[config.mk]
export PLATFORM = sky130hd
export DESIGN_NAME = rpn_eval
export DESIGN_NICKNAME = d
export VERILOG_FILES = /design/src/rtl/rpn_pkg.sv /design/src/rtl/rpn_alu.sv /design/src/rtl/rpn_eval.sv
export SDC_FILE = /design/constraint.sdc
export NUM_CORES = 1
export LEC_CHECK = 0
export CAP_MARGIN = 10
export CORE_AREA = 2 2 93 95
export CTS_BUF_LIST = sky130_fd_sc_hd__clkbuf_4 sky130_fd_sc_hd__clkbuf_8
export DETAILED_ROUTE_END_ITERATION = 10
export DIE_AREA = 0 0 95 97
export SLEW_MARGIN = 25
export SYNTH_ARGS = -nofsm -noshare
export SYNTH_HDL_FRONTEND = slang
export SYNTH_SLANG_ARGS = --single-unit
[constraint.sdc]
create_clock -name clk -period 6.19 [get_ports clk]
set_input_delay 0.9285 -clock clk [delete_from_list [all_inputs] [get_ports clk]]
set_output_delay 0.9285 -clock clk [all_outputs]
set_load 0.005 [all_outputs]
[src/rtl/rpn_pkg.sv]
// rpn_pkg: opcode and state types shared by the RPN evaluator and its ALU
package rpn_pkg;

    localparam int RPN_WIDTH = 8;

    typedef enum logic [1:0] {
        OP_ADD,
        OP_SUB,
        OP_MUL,
        OP_END
    } opcode_t;

    typedef enum logic [2:0] {
        IDLE,
        POP_B,
        POP_A,
        EXEC,
        POP_R,
        CHK,
        ERR,
        FLUSH
    } state_t;

endpackage

[src/rtl/rpn_alu.sv]
// rpn_alu: unsigned modulo-2^WIDTH arithmetic on a (below top) and b (top of stack)
module rpn_alu
    import rpn_pkg::*;
#(
    parameter int WIDTH = RPN_WIDTH
) (
    input  logic [WIDTH-1:0] a,
    input  logic [WIDTH-1:0] b,
    input  opcode_t          op,
    output logic [WIDTH-1:0] y
);

    always_comb y = op == OP_ADD ? a + b :
                    op == OP_SUB ? a - b :
                    op == OP_MUL ? a * b : a;

endmodule

[src/rtl/rpn_eval.sv]
// rpn_eval: reverse-Polish evaluator driving an external LIFO stack
module rpn_eval
    import rpn_pkg::*;
#(
    parameter int WIDTH = RPN_WIDTH,
    parameter int DEPTH = 8
) (
    input  logic             clk,
    input  logic             rstn,
    input  logic             tok_valid,
    output logic             tok_ready,
    input  logic             tok_is_op,
    input  logic [WIDTH-1:0] tok_data,
    input  logic             clr,
    output logic             stk_push,
    output logic             stk_pop,
    output logic [WIDTH-1:0] stk_data_in,
    input  logic [WIDTH-1:0] stk_data_out,
    input  logic             stk_full,
    input  logic             stk_empty,
    output logic             res_valid,
    output logic [WIDTH-1:0] res_data,
    output logic             err
);

    localparam int OW = $clog2(DEPTH + 1);

    state_t           state, state_nx;
    opcode_t          op_q, tok_op;
    logic [WIDTH-1:0] b_q, alu_y;
    logic             accept;

    assign tok_op = opcode_t'(tok_data[1:0]);
    assign accept = tok_valid && tok_ready;
    assign err    = state == ERR || state == FLUSH;

    rpn_alu #(.WIDTH(WIDTH)) u_alu (
        .a  (stk_data_out),
        .b  (b_q),
        .op (op_q),
        .y  (alu_y)
    );

    always_comb begin
        state_nx    = state;
        tok_ready   = 1'b0;
        stk_push    = 1'b0;
        stk_pop     = 1'b0;
        stk_data_in = '0;
        unique case (state)
            IDLE: begin
                tok_ready = 1'b1;
                if (tok_valid && !tok_is_op) begin
                    stk_push    = !stk_full;
                    stk_data_in = stk_full ? '0 : tok_data;
                    state_nx    = stk_full ? ERR : IDLE;
                end else if (tok_valid) begin
                    state_nx = tok_op == OP_END ? POP_R : POP_B;
                end
            end
            POP_B: begin
                stk_pop  = !stk_empty;
                state_nx = stk_empty ? ERR : POP_A;
            end
            POP_A: begin
                stk_pop  = !stk_empty;
                state_nx = stk_empty ? ERR : EXEC;
            end
            EXEC: begin
                stk_push    = 1'b1;
                stk_data_in = alu_y;
                state_nx    = IDLE;
            end
            POP_R: begin
                stk_pop  = !stk_empty;
                state_nx = stk_empty ? ERR : CHK;
            end
            CHK:     state_nx = stk_empty ? IDLE : ERR;
            ERR:     state_nx = clr ? FLUSH : ERR;
            FLUSH: begin
                stk_pop  = !stk_empty;
                state_nx = stk_empty ? IDLE : FLUSH;
            end
            default: state_nx = IDLE;
        endcase
    end

    always_ff @(posedge clk or negedge rstn) begin
        if (!rstn) begin
            state     <= IDLE;
            op_q      <= OP_ADD;
            b_q       <= '0;
            res_valid <= 1'b0;
            res_data  <= '0;
        end else begin
            state     <= state_nx;
            res_valid <= state == CHK && stk_empty;
            if (accept && tok_is_op)
                op_q <= tok_op;
            if (state == POP_A)
                b_q <= stk_data_out;
            if (state == CHK && stk_empty)
                res_data <= stk_data_out;
        end
    end

    // shadow occupancy of the attached stack, only observed by the checks below
    logic [OW-1:0] occ;

    always_ff @(posedge clk or negedge rstn) begin
        if (!rstn)
            occ <= '0;
        else
            occ <= stk_push ? occ + OW'(1) : stk_pop ? occ - OW'(1) : occ;
    end

    a_no_push_pop: assert property (@(posedge clk) disable iff (!rstn) !(stk_push && stk_pop));
    a_no_push_full: assert property (@(posedge clk) disable iff (!rstn) !(stk_push && stk_full));
    a_no_pop_empty: assert property (@(posedge clk) disable iff (!rstn) !(stk_pop && stk_empty));
    a_occ_range: assert property (@(posedge clk) disable iff (!rstn) occ <= OW'(DEPTH));
    a_occ_flags: assert property (@(posedge clk) disable iff (!rstn)
        (stk_empty == (occ == '0)) && (stk_full == (occ == OW'(DEPTH))));

endmodule

==> results.sh <==
export IMPL_period_share_pct=95.9
export IMPL_syn_to_final_growth_pct=27.0
export IMPL_synth_top_family_by_area="adder cells"
export IMPL_worst_ep_arrival_time_ps=5010
export IMPL_yosysWarningCount=0
export IMPL_grt_usage_pct=16.0
export IMPL_topRoutingLayerUsed="met4"
export IMPL_cp_max_fo=3
export IMPL_cp_slowest_cell="clkdlybuf4s50_1"
export IMPL_syn_area_per_cell_um2=8.13
export IMPL_die_w_um=95
export IMPL_hold_class="register to register"
export IMPL_whs_ps=482
export IMPL_clk_path_buf_depth=2
export IMPL_num_vias=2311
export IMPL_clk_pin_slew_ps=80
export IMPL_syn_nets=393
export IMPL_top_level_ports=44
export IMPL_drc=0
export IMPL_clock_sinks=22
export IMPL_synth_flop_cell="dfrtp_1"
export IMPL_synthSimpleGateAreaFrac_pct=19.7
export IMPL_hold_start="res_data[7]"
export IMPL_route_met2_wl_mm=3.25
export IMPL_synth_seq_cells=22
export IMPL_worstMarginPinSlew_ps=957
export IMPL_max_cap_violations=0
export IMPL_setup_viol=0
export IMPL_path_buf_inv=6
export IMPL_synth_edff_count=0
export IMPL_leakage_nw=1.57
export IMPL_peakVddDrop_mv=0.230
export IMPL_finalPower_mw=1.85
export IMPL_min_period_ps=5940
export IMPL_clock_fmax_mhz=168
export IMPL_gp_congestion=0.843
export IMPL_dpl_hpwl_mm=5.70
export IMPL_synth_xor_area_share_pct=8.21
export IMPL_fp_dieArea_um2=9220
export IMPL_cts_max_level=1
export IMPL_required_ps=5260
export IMPL_m1WireLength_mm=3.46
export IMPL_status="completed"
export IMPL_r2r_start="state[1]"
export IMPL_cts_buffers=3
export IMPL_drive_above_1_share_pct=11.9
export IMPL_fin_tns_setup_ps=0
export IMPL_hold_path_depth=2
export IMPL_rsz0062_at_grt="no"
export IMPL_cts_tree="done"
export IMPL_synth_area_mux_share_pct=4.15
export IMPL_finalWorstSetupSlack_ps=252
export IMPL_wl_per_cell_um=14.5
export IMPL_yosysSeqAreaShare_pct=20.8
export IMPL_wirelength_mm=7.01
export IMPL_ys_async_sr_fraction_pct=100
export IMPL_skew_ps=9.15
export IMPL_min_to="res_data[7]"
export IMPL_power_density_nw_per_um2=548
export IMPL_initial_utilization_pct=32.6
export IMPL_slew_viol_final=0
export IMPL_reg2reg_to="b_q[0]"
export IMPL_ant_nets=0
export IMPL_hold_viol=0
export IMPL_hold_buffers=0
export IMPL_io_buffer_count=43
export IMPL_chipHeight_um=97
export IMPL_seq_area_um2=551
export IMPL_grt_overflow_total=0
export IMPL_diodes=0
export IMPL_rows=33
export IMPL_grt_pass1_wl_mm=11.7
export IMPL_vias_per_cell=4.79
export IMPL_ys_types=46
export IMPL_grt_pass1_vias=2438
export IMPL_synth_adder_area_share_pct=24.7
export IMPL_fillers=828
export IMPL_multi_input_area_um2=1930
export IMPL_worstSetupPathType="primary input to primary output"
export IMPL_crit_chain="clkdlybuf4s50_1, nand2_1, fa_1, inv_1, ha_4, fa_1, inv_1, fa_1, inv_1, ha_1, buf_4, xor2_1, o21ai_0, a32oi_1, o31ai_1, clkdlybuf4s50_1"
export IMPL_synthCells=326
export IMPL_reg2reg_slack_ps=4080
export IMPL_first_iter_violations=95
export IMPL_cp_start_kind="primary input"
export IMPL_firstDrtPassIters=4
export IMPL_crit_family="adder cells"
export IMPL_synth_compound_area_share_pct=15.1
export IMPL_endpoint_kind="primary output"
export IMPL_met3_length_um=246
export IMPL_syn_area_um2=2650
export IMPL_antenna_found_initial=0
export IMPL_coreArea_um2=8130
export IMPL_critPathMaxStageDelay_ps=550
export IMPL_rr_worst_depth=3
export IMPL_place_ws_ps=-179
export IMPL_finalNetCount=445
export IMPL_worstSkewPairLatency_ps=280
export IMPL_grt_start_max_net_pins=25
export IMPL_maxSlewHeadroom_pct=36.1
export IMPL_cts_root_buffer="clkbuf_8"
-- layer usage --
| layer | track usage, % | vias to the layer above |
|---|---|---|
| met3 | 2.34 | 6 |
| li1 | - | 1171 |
| met2 | 25.7 | 41 |
| met1 | 23.4 | 1093 |
| met5 | 0 | - |
| met4 | 1.78 | 0 |
-- registers in the layout (all words and copies together) (netlist names) --
register	flops
res_valid	1
op_q	2
res_data	8
state	3
b_q	8
-- repair_timing --
| action | 4_1_cts | 5_1_grt |
|---|---|---|
| pin swaps | 1 | 2 |
| setup endpoints to repair | 3 | 3 |
| setup buffers | 0 | 0 |
| gates resized for setup | 6 | 7 |
-- Yosys cell counts (2+ instances only) --
| cell | instances | area, µm² |
|---|---|---|
| a21o_1 | 4 | 30.0 |
| a21oi_1 | 15 | 75.1 |
| a22o_1 | 2 | 17.5 |
| a31oi_1 | 4 | 25.0 |
| a32oi_1 | 2 | 17.5 |
| and2_1 | 10 | 62.6 |
| and2_2 | 2 | 15.0 |
| buf_1 | 2 | 7.51 |
| buf_2 | 4 | 20.0 |
| clkbuf_1 | 5 | 18.8 |
| dfrtp_1 | 22 | 551 |
| fa_1 | 14 | 280 |
| ha_1 | 30 | 375 |
| inv_1 | 39 | 146 |
| mux2_2 | 6 | 67.6 |
| mux2i_1 | 2 | 20.0 |
| nand2_1 | 61 | 229 |
| nand2_2 | 2 | 12.5 |
| nand2b_1 | 5 | 31.3 |
| nor2_1 | 18 | 67.6 |
| nor2b_1 | 4 | 25.0 |
| nor3_2 | 2 | 20.0 |
| o211ai_1 | 3 | 22.5 |
| o21ai_0 | 23 | 115 |
| o21ai_1 | 2 | 10.0 |
| or3_1 | 2 | 12.5 |
| xnor2_1 | 16 | 140 |
| xor2_1 | 7 | 61.3 |
-- final cells by class --
type | count | area share, %
multi-input combinational | 253 | 57.3
clock inverter | 1 | 0.892
timing repair buffer | 58 | 15.9
sequential | 22 | 16.4
tap | 105 | 3.90
inverter | 40 | 4.46
clock buffer | 3 | 1.23
-- power breakdown --
part           leakage, nW  internal, mW  switching, mW
clock               0.0357        0.0866         0.0535
sequential           0.271         0.209          0.127
combinational         1.26         0.689          0.681
-- per-stage QoR --
step	utilization (%)	area, µm²	cells
detailed placement	40.3	3270	478
global placement	40.3	3280	478
global route	41.4	3370	482
finish	41.4	3370	482
CTS	41.3	3360	482
floorplan	-	2650	326
-- worst max path at each step --
stage / start / cells past startpoint / slack [ps] / endpoint
after floorplan: stk_data_out[1] / 15 / 840 / stk_data_in[7]
after global placement: stk_data_out[2] / 17 / -110 / stk_data_in[7]
after detailed placement: stk_data_out[2] / 19 / -180 / stk_data_in[5]
after CTS: stk_data_out[0] / 18 / 10 / stk_data_in[5]
after global routing: stk_data_out[4] / 16 / 30 / stk_data_in[6]
final: stk_data_out[4] / 16 / 250 / stk_data_in[6]
-- cell usage in the layout, fill, tap and decap left out, types with 3 or more instances in the layout --
| master | n |
|---|---|
| fa_1 | 13 |
| clkdlybuf4s50_1 | 37 |
| a31oi_1 | 4 |
| mux2_2 | 6 |
| buf_4 | 15 |
| xnor2_1 | 16 |
| nand2b_1 | 5 |
| inv_1 | 39 |
| o21ai_1 | 3 |
| o211ai_1 | 3 |
| nor2_1 | 18 |
| ha_1 | 27 |
| and2_1 | 10 |
| xor2_1 | 7 |
| a21o_1 | 4 |
| a21oi_1 | 14 |
| dfrtp_1 | 22 |
| nor2b_1 | 4 |
| o21ai_0 | 22 |
| clkbuf_8 | 3 |
| nand2_1 | 61 |
-- tightest hold or removal path, cell delays in order (launching register included) --
cell     delay (ps)
dfrtp_1         350
nand2_1          50
nand2_1          50
-- logic make-up (layout without fill, tap and decap cells) --
logic type | count (synthesis) | count (layout)
AOI/OAI and AO/OA | 64 | 64
xor gates and xnor gates | 24 | 24
adders and majority gates | 44 | 44
buffers and inverters | 51 | 102
DFF | 22 | 22
muxes | 9 | 9
and+or+nand+nor | 112 | 112
No activity file was read; power rests on OpenSTA's default activity.
